==> src/rtl/nonce_search_ctrl_if.sv <==
// Bundle between the nonce search sequencer and its host/hash-core side.
// master = host + hash core side, slave = sequencer.
interface nonce_search_ctrl_if #(
    parameter int CNT_W = 32
);
    logic             start;
    logic             abort;
    logic [255:0]     startNonce;
    logic [CNT_W-1:0] maxCount;
    logic [255:0]     target;
    logic [255:0]     hashNonce;
    logic [255:0]     hashDigest;
    logic             busy;
    logic             found;
    logic             exhausted;
    logic [255:0]     foundNonce;
    logic [255:0]     foundHash;
    logic [CNT_W-1:0] hashCount;

    modport master (
        output start, abort, startNonce, maxCount, target, hashDigest,
        input  hashNonce, busy, found, exhausted, foundNonce, foundHash, hashCount
    );

    modport slave (
        input  start, abort, startNonce, maxCount, target, hashDigest,
        output hashNonce, busy, found, exhausted, foundNonce, foundHash, hashCount
    );
endinterface

==> src/rtl/nonce_search_ctrl.sv <==
// Walks nonces through an unpipelined hash core and reports the first digest below target.
// One nonce per LATENCY+1 cycles; start is ignored while busy, abort cancels at the next edge.
module nonce_search_ctrl #(
    parameter int LATENCY = 64,
    parameter int CNT_W   = 32
) (
    input  logic               clk,
    input  logic               rst_n,
    nonce_search_ctrl_if.slave bus
);
    localparam int             WCW       = (LATENCY > 1) ? $clog2(LATENCY) : 1;
    localparam logic [WCW-1:0] WAIT_LAST = WCW'(LATENCY - 1);

    typedef enum logic [1:0] {S_IDLE, S_WAIT, S_CHECK} state_t;

    state_t           state_q, state_d;
    logic [255:0]     nonce_q, nonce_d;
    logic [CNT_W-1:0] remaining_q, remaining_d;
    logic [WCW-1:0]   wait_cnt_q, wait_cnt_d;
    logic [CNT_W-1:0] hash_count_q, hash_count_d;
    logic             found_q, found_d;
    logic             exhausted_q, exhausted_d;
    logic [255:0]     found_nonce_q, found_nonce_d;
    logic [255:0]     found_hash_q, found_hash_d;
    logic             hit;

    assign hit = bus.hashDigest < bus.target;

    always_comb begin
        state_d       = state_q;
        nonce_d       = nonce_q;
        remaining_d   = remaining_q;
        wait_cnt_d    = wait_cnt_q;
        hash_count_d  = hash_count_q;
        found_d       = found_q;
        exhausted_d   = exhausted_q;
        found_nonce_d = found_nonce_q;
        found_hash_d  = found_hash_q;
        case (state_q)
            S_IDLE: begin
                if (bus.start) begin
                    hash_count_d  = '0;
                    found_d       = 1'b0;
                    found_nonce_d = '0;
                    found_hash_d  = '0;
                    if (bus.maxCount != '0) begin
                        nonce_d     = bus.startNonce;
                        remaining_d = bus.maxCount;
                        wait_cnt_d  = '0;
                        exhausted_d = 1'b0;
                        state_d     = S_WAIT;
                    end else begin
                        exhausted_d = 1'b1;
                    end
                end
            end
            S_WAIT: begin
                if (bus.abort) begin
                    state_d = S_IDLE;
                end else begin
                    wait_cnt_d = wait_cnt_q + WCW'(1);
                    if (wait_cnt_q == WAIT_LAST) begin
                        state_d = S_CHECK;
                    end
                end
            end
            S_CHECK: begin
                // An aborted check never counts as completed, even if it would have hit.
                if (bus.abort) begin
                    state_d = S_IDLE;
                end else begin
                    hash_count_d = hash_count_q + CNT_W'(1);
                    if (hit) begin
                        found_d       = 1'b1;
                        found_nonce_d = nonce_q;
                        found_hash_d  = bus.hashDigest;
                        state_d       = S_IDLE;
                    end else if (remaining_q == CNT_W'(1)) begin
                        exhausted_d = 1'b1;
                        state_d     = S_IDLE;
                    end else begin
                        nonce_d     = nonce_q + 256'd1;
                        remaining_d = remaining_q - CNT_W'(1);
                        wait_cnt_d  = '0;
                        state_d     = S_WAIT;
                    end
                end
            end
            default: state_d = S_IDLE;
        endcase
    end

    always_ff @(posedge clk) begin
        if (!rst_n) begin
            state_q       <= S_IDLE;
            nonce_q       <= '0;
            remaining_q   <= '0;
            wait_cnt_q    <= '0;
            hash_count_q  <= '0;
            found_q       <= 1'b0;
            exhausted_q   <= 1'b0;
            found_nonce_q <= '0;
            found_hash_q  <= '0;
        end else begin
            state_q       <= state_d;
            nonce_q       <= nonce_d;
            remaining_q   <= remaining_d;
            wait_cnt_q    <= wait_cnt_d;
            hash_count_q  <= hash_count_d;
            found_q       <= found_d;
            exhausted_q   <= exhausted_d;
            found_nonce_q <= found_nonce_d;
            found_hash_q  <= found_hash_d;
        end
    end

    assign bus.hashNonce  = nonce_q;
    assign bus.busy       = (state_q != S_IDLE);
    assign bus.found      = found_q;
    assign bus.exhausted  = exhausted_q;
    assign bus.foundNonce = found_nonce_q;
    assign bus.foundHash  = found_hash_q;
    assign bus.hashCount  = hash_count_q;
endmodule

==> src/flat_wrapper.sv <==
// flat-port wrapper written by rule: the top's interface ports become plain ports
module nonce_search_ctrl_flat 
#(
    parameter int LATENCY = 64,
    parameter int CNT_W   = 32
)
  (clk, rst_n, bus_start, bus_abort, bus_startNonce, bus_maxCount, bus_target, bus_hashDigest, bus_hashNonce, bus_busy, bus_found, bus_exhausted, bus_foundNonce, bus_foundHash, bus_hashCount);
  nonce_search_ctrl_if #(.CNT_W(CNT_W)) bus_i ();
  input  logic clk;
  input  logic rst_n;
  input wire logic [$bits(bus_i.start)-1:0] bus_start;
  input wire logic [$bits(bus_i.abort)-1:0] bus_abort;
  input wire logic [$bits(bus_i.startNonce)-1:0] bus_startNonce;
  input wire logic [$bits(bus_i.maxCount)-1:0] bus_maxCount;
  input wire logic [$bits(bus_i.target)-1:0] bus_target;
  input wire logic [$bits(bus_i.hashDigest)-1:0] bus_hashDigest;
  output wire logic [$bits(bus_i.hashNonce)-1:0] bus_hashNonce;
  output wire logic [$bits(bus_i.busy)-1:0] bus_busy;
  output wire logic [$bits(bus_i.found)-1:0] bus_found;
  output wire logic [$bits(bus_i.exhausted)-1:0] bus_exhausted;
  output wire logic [$bits(bus_i.foundNonce)-1:0] bus_foundNonce;
  output wire logic [$bits(bus_i.foundHash)-1:0] bus_foundHash;
  output wire logic [$bits(bus_i.hashCount)-1:0] bus_hashCount;
  assign bus_i.start = bus_start;
  assign bus_i.abort = bus_abort;
  assign bus_i.startNonce = bus_startNonce;
  assign bus_i.maxCount = bus_maxCount;
  assign bus_i.target = bus_target;
  assign bus_i.hashDigest = bus_hashDigest;
  assign bus_hashNonce = bus_i.hashNonce;
  assign bus_busy = bus_i.busy;
  assign bus_found = bus_i.found;
  assign bus_exhausted = bus_i.exhausted;
  assign bus_foundNonce = bus_i.foundNonce;
  assign bus_foundHash = bus_i.foundHash;
  assign bus_hashCount = bus_i.hashCount;
  nonce_search_ctrl #(.LATENCY(LATENCY), .CNT_W(CNT_W)) u_core (.clk(clk), .rst_n(rst_n), .bus(bus_i));
endmodule
==> config.mk <==
export PLATFORM = sky130hd
export DESIGN_NAME = nonce_search_ctrl_flat
export DESIGN_NICKNAME = d
export VERILOG_FILES = /design/src/rtl/nonce_search_ctrl_if.sv /design/src/rtl/nonce_search_ctrl.sv /design/src/flat_wrapper.sv
export SDC_FILE = /design/constraint.sdc
export NUM_CORES = 2
export LEC_CHECK = 0
export ABC_CLOCK_PERIOD_IN_PS = 13050
export CAP_MARGIN = 0
export CORE_AREA = 2 2 622 624
export DETAILED_ROUTE_END_ITERATION = 6
export DIE_AREA = 0 0 624 626
export PLACE_DENSITY = 0.32
export REMOVE_ABC_BUFFERS = 1
export SLEW_MARGIN = 20
export SYNTH_ARGS = -nofsm -noshare
export SYNTH_HDL_FRONTEND = slang
export SYNTH_SLANG_ARGS = --single-unit
export TNS_END_PERCENT = 1
==> constraint.sdc <==
create_clock -name clk -period 13.05 [get_ports clk]
set_input_delay 3.2625 -clock clk [delete_from_list [all_inputs] [get_ports clk]]
set_output_delay 3.2625 -clock clk [all_outputs]
set_load 0.005 [all_outputs]
==> impl_metrics.toml <==
[cells_and_area]
design_area_sq_um = 72800
layout.nets = 8055
drive_above_1_share_pct = 6.50
fin_cells = 12197
syn2layout_area_growth_pct = 57.4

[hold_path]
hold_path.class = "reg -> reg"

[global_routing]
grt_max_degree = 155
globalRouteTotalUtil_pct = 17.5
antenna_found_initial = 113
grt_pass1_wl_microns = 481000
grt_pass1_vias = 54027
grt.overflow.total = 0

[synth]
yosysTopAreaCellShare_pct = 36.4
synthTopCellsByArea = "dfxtp_1 (36%), a32o_1 (12%), ha_1 (7.0%), a21oi_1 (4.2%), nand2_1 (3.7%)"
syn_avg_cell_area_sq_um = 8.31
synth_most_common_cell = "dfxtp_1"
synthTopCellsByCount = "dfxtp_1 (842), a32o_1 (558), nand2_1 (458)"
ys_ff_latch = 842
yosys_warnings = 0
syn_area_sq_um = 46300
ys_types = 90
synthFlopType = "dfxtp_1"
synth-edff-count = 0
yosysSeqAreaShare_pct = 36.4
synth_top_cell_by_area = "dfxtp_1"
async_flop_share_pct = 0
syn-instance-count = 5569

[power_and_ir_drop]
leakagePower_nw = 25.1
finalPower_mw = 7.66
ir_worst_vdd_v = 0.0000691
power_density_nw_per_um2 = 105

[placement]
dp_cells = 11914
dp_slack_ns = 3.10
placed_cell_area_sq_um = 68300
place.gp.congestion = 0.873
dp_hpwl_microns = 277000
portBuffers = 1606

[sta]
fin_ws_ns = 4.21
hold_viol_final = 0
whs_ns = 0.466
max_freq_ghz = 0.113
clock_skew_ns = 0.0512
worst_slew_pin_slew_ns = 1.24
fin_crit_sh_pct = 67.7
slew_violations = 0
setup_viol = 0
slew_headroom_pct = 17.2
rsz0062_at_grt = "no"
finalCriticalPeriod_ns = 8.84

[die]
boundaryPins = 1607
die_height_microns = 626
start_util_pct = 12.0
row_count = 228
dieArea_sq_um = 391000
coreArea_sq_um = 384000
die_w_microns = 624

[cts]
clkLatencyLatePin_ns = 0.85
cts_max_path_buffers = 4
post_cts_buffers = 0
cts_tree = "done"
clock-root-buffer = "clkbuf_16"
cts_max_level = 4
cts-buffers-inserted = 134
cts_resized = 0
cts_sinks = 842
path_clk_slew_ns = 0.06
postCtsHoldBufs = 0

[route]
wl_microns = 360000
routed_via_density = 4.48
drc = 0
drtPass1Iterations = 5
num_vias = 54635
antenna_left = 0
initialDrtViolationCount = 4257
avgRoutedWirePerCell_microns = 29.6

[status]
outcome = "finished clean"

[critical_path]
cp-start-kind = "input port"
end_kind = "flop"
cp_cell_sequence = "clkdlybuf4s50_1 > inv_1 > ha_1 > and3_1 > a221oi_1 > o21ai_0 > a2111oi_0 > a2111oi_2 > buf_4 > buf_4 > o21ai_0 > and3_1 > o21a_4 > and3_4 > buf_12 > a32o_1"
slowest_stage = "a2111oi_0"
critPathKind = "in -> reg"
crit_arrival_ns = 9.60
cpPeakStageDelay_ns = 0.78
crit_fanout = 154
required_ns = 13.81
r2r_setup_slack_ns = 6.93

[job]
maxCapViolCount = 0
## final timing paths
path	from	endpoint	cells past startpoint
setup / recovery	bus_target[6]	u_core.bus.foundHash[23]$_SDFFE_PN0P_	16
hold / removal	u_core.bus.exhausted$_SDFFE_PN0P_	u_core.bus.exhausted$_SDFFE_PN0P_	2
setup reg to reg	u_core.bus.hashNonce[11]$_SDFFE_PN0P_	u_core.bus.hashNonce[244]$_SDFFE_PN0P_	11
hold reg to reg	u_core.bus.exhausted$_SDFFE_PN0P_	u_core.bus.exhausted$_SDFFE_PN0P_	2
## layer usage
| layer | up-vias | track usage (%) | part of all wire [%] |
|---|---|---|---|
| met5 | - | 0 | 0.080 |
| met4 | 44 | 5.47 | 3.1 |
| met3 | 461 | 4.49 | 7.2 |
| met2 | 2282 | 32.3 | 52 |
| met1 | 27434 | 19.5 | 38 |
| li1 | 24414 | - | - |
## cell families (layout without fill, tap and decap cells)
kind of cell               after synthesis  after routing  share of synthesized area, %
xor gates and xnor gates                23             23                         0.435
buffers and inverters                  764           2286                          6.47
adders and majority gates              260            260                          7.03
DFF                                    842            842                          36.4
muxes                                    5              5                         0.108
and+or+nand+nor                       1925           1925                          20.8
AOI/OAI and AO/OA                     1750           1750                          28.7
other                                    0             46                             0
## area by class of cell
| type | count | area [sq um] |
|---|---|---|
| antenna | 46 | 115 |
| clock buffer | 191 | 3890 |
| clock inverter | 45 | 510 |
| fill | 42827 | 311000 |
| inverter | 296 | 1110 |
| multi-input combinational | 3963 | 26600 |
| sequential | 842 | 16900 |
| tap | 5060 | 6330 |
| timing repair buffer | 1754 | 17400 |
## power breakdown
group / internal [mW] / total [mW] / leakage [nW] / switching (mW)
combinational: 0.490 / 1.08 / 16.1 / 0.593
sequential: 2.63 / 2.78 / 6.83 / 0.146
clock: 2.24 / 3.80 / 2.17 / 1.56
## registers in the layout, indices dropped and copies added (netlist names)
signal	count
u_core.bus.foundHash	256
u_core.bus.found	1
u_core.remaining_q	32
u_core.bus.hashNonce	256
u_core.bus.exhausted	1
u_core.state_q	2
u_core.bus.hashCount	32
u_core.bus.foundNonce	256
u_core.wait_cnt_q	6
## worst max-delay path, delay by kind of cell
kind	cells	cell delay, ns
AOI/OAI and AO/OA	7	2.41
adders and majority gates	1	0.29
buffers and inverters	5	1.43
and+or+nand+nor	3	1.70
## metrics by stage
| stage | TNS [ns] | util (%) |
|---|---|---|
| 4_1_cts | 0 | 18.9 |
| 2_1_floorplan | -8636.54 | - |
| 6_report | 0 | 19.0 |
| 3_5_place_dp | 0 | 17.8 |
| 3_3_place_gp | 0 | 17.8 |
| 5_1_grt | 0 | 18.9 |
## layout by cell type (no fill, tap or decap), types with 20 or more instances in the layout
cell type | synthesis | routed
clkbuf_1 | 408 | 28
a22oi_1 | 89 | 89
or3_1 | 82 | 82
and3_1 | 88 | 87
a31oi_1 | 60 | 60
and2_1 | 37 | 37
nand2_1 | 458 | 456
a21o_1 | 35 | 35
nand3_1 | 261 | 261
o21ai_0 | 211 | 209
o221a_2 | 24 | 24
a211oi_1 | 35 | 35
a21oi_1 | 391 | 391
xor2_1 | 20 | 20
or4_1 | 22 | 22
o41ai_1 | 27 | 25
ha_1 | 260 | 260
dfxtp_1 | 842 | 842
clkinv_2 | 0 | 24
inv_1 | 295 | 295
o311ai_0 | 45 | 45
clkbuf_16 | 0 | 137
nor4_1 | 106 | 98
and4_1 | 32 | 32
o31ai_1 | 107 | 107
clkbuf_8 | 3 | 26
nand4_1 | 189 | 189
buf_4 | 4 | 134
nor2_1 | 377 | 374
a32o_1 | 558 | 558
o211ai_1 | 28 | 28
nor3_1 | 184 | 181
diode_2 | 0 | 46
clkdlybuf4s50_1 | 0 | 1605
Note: power is estimated with default switching activity, not from simulation.
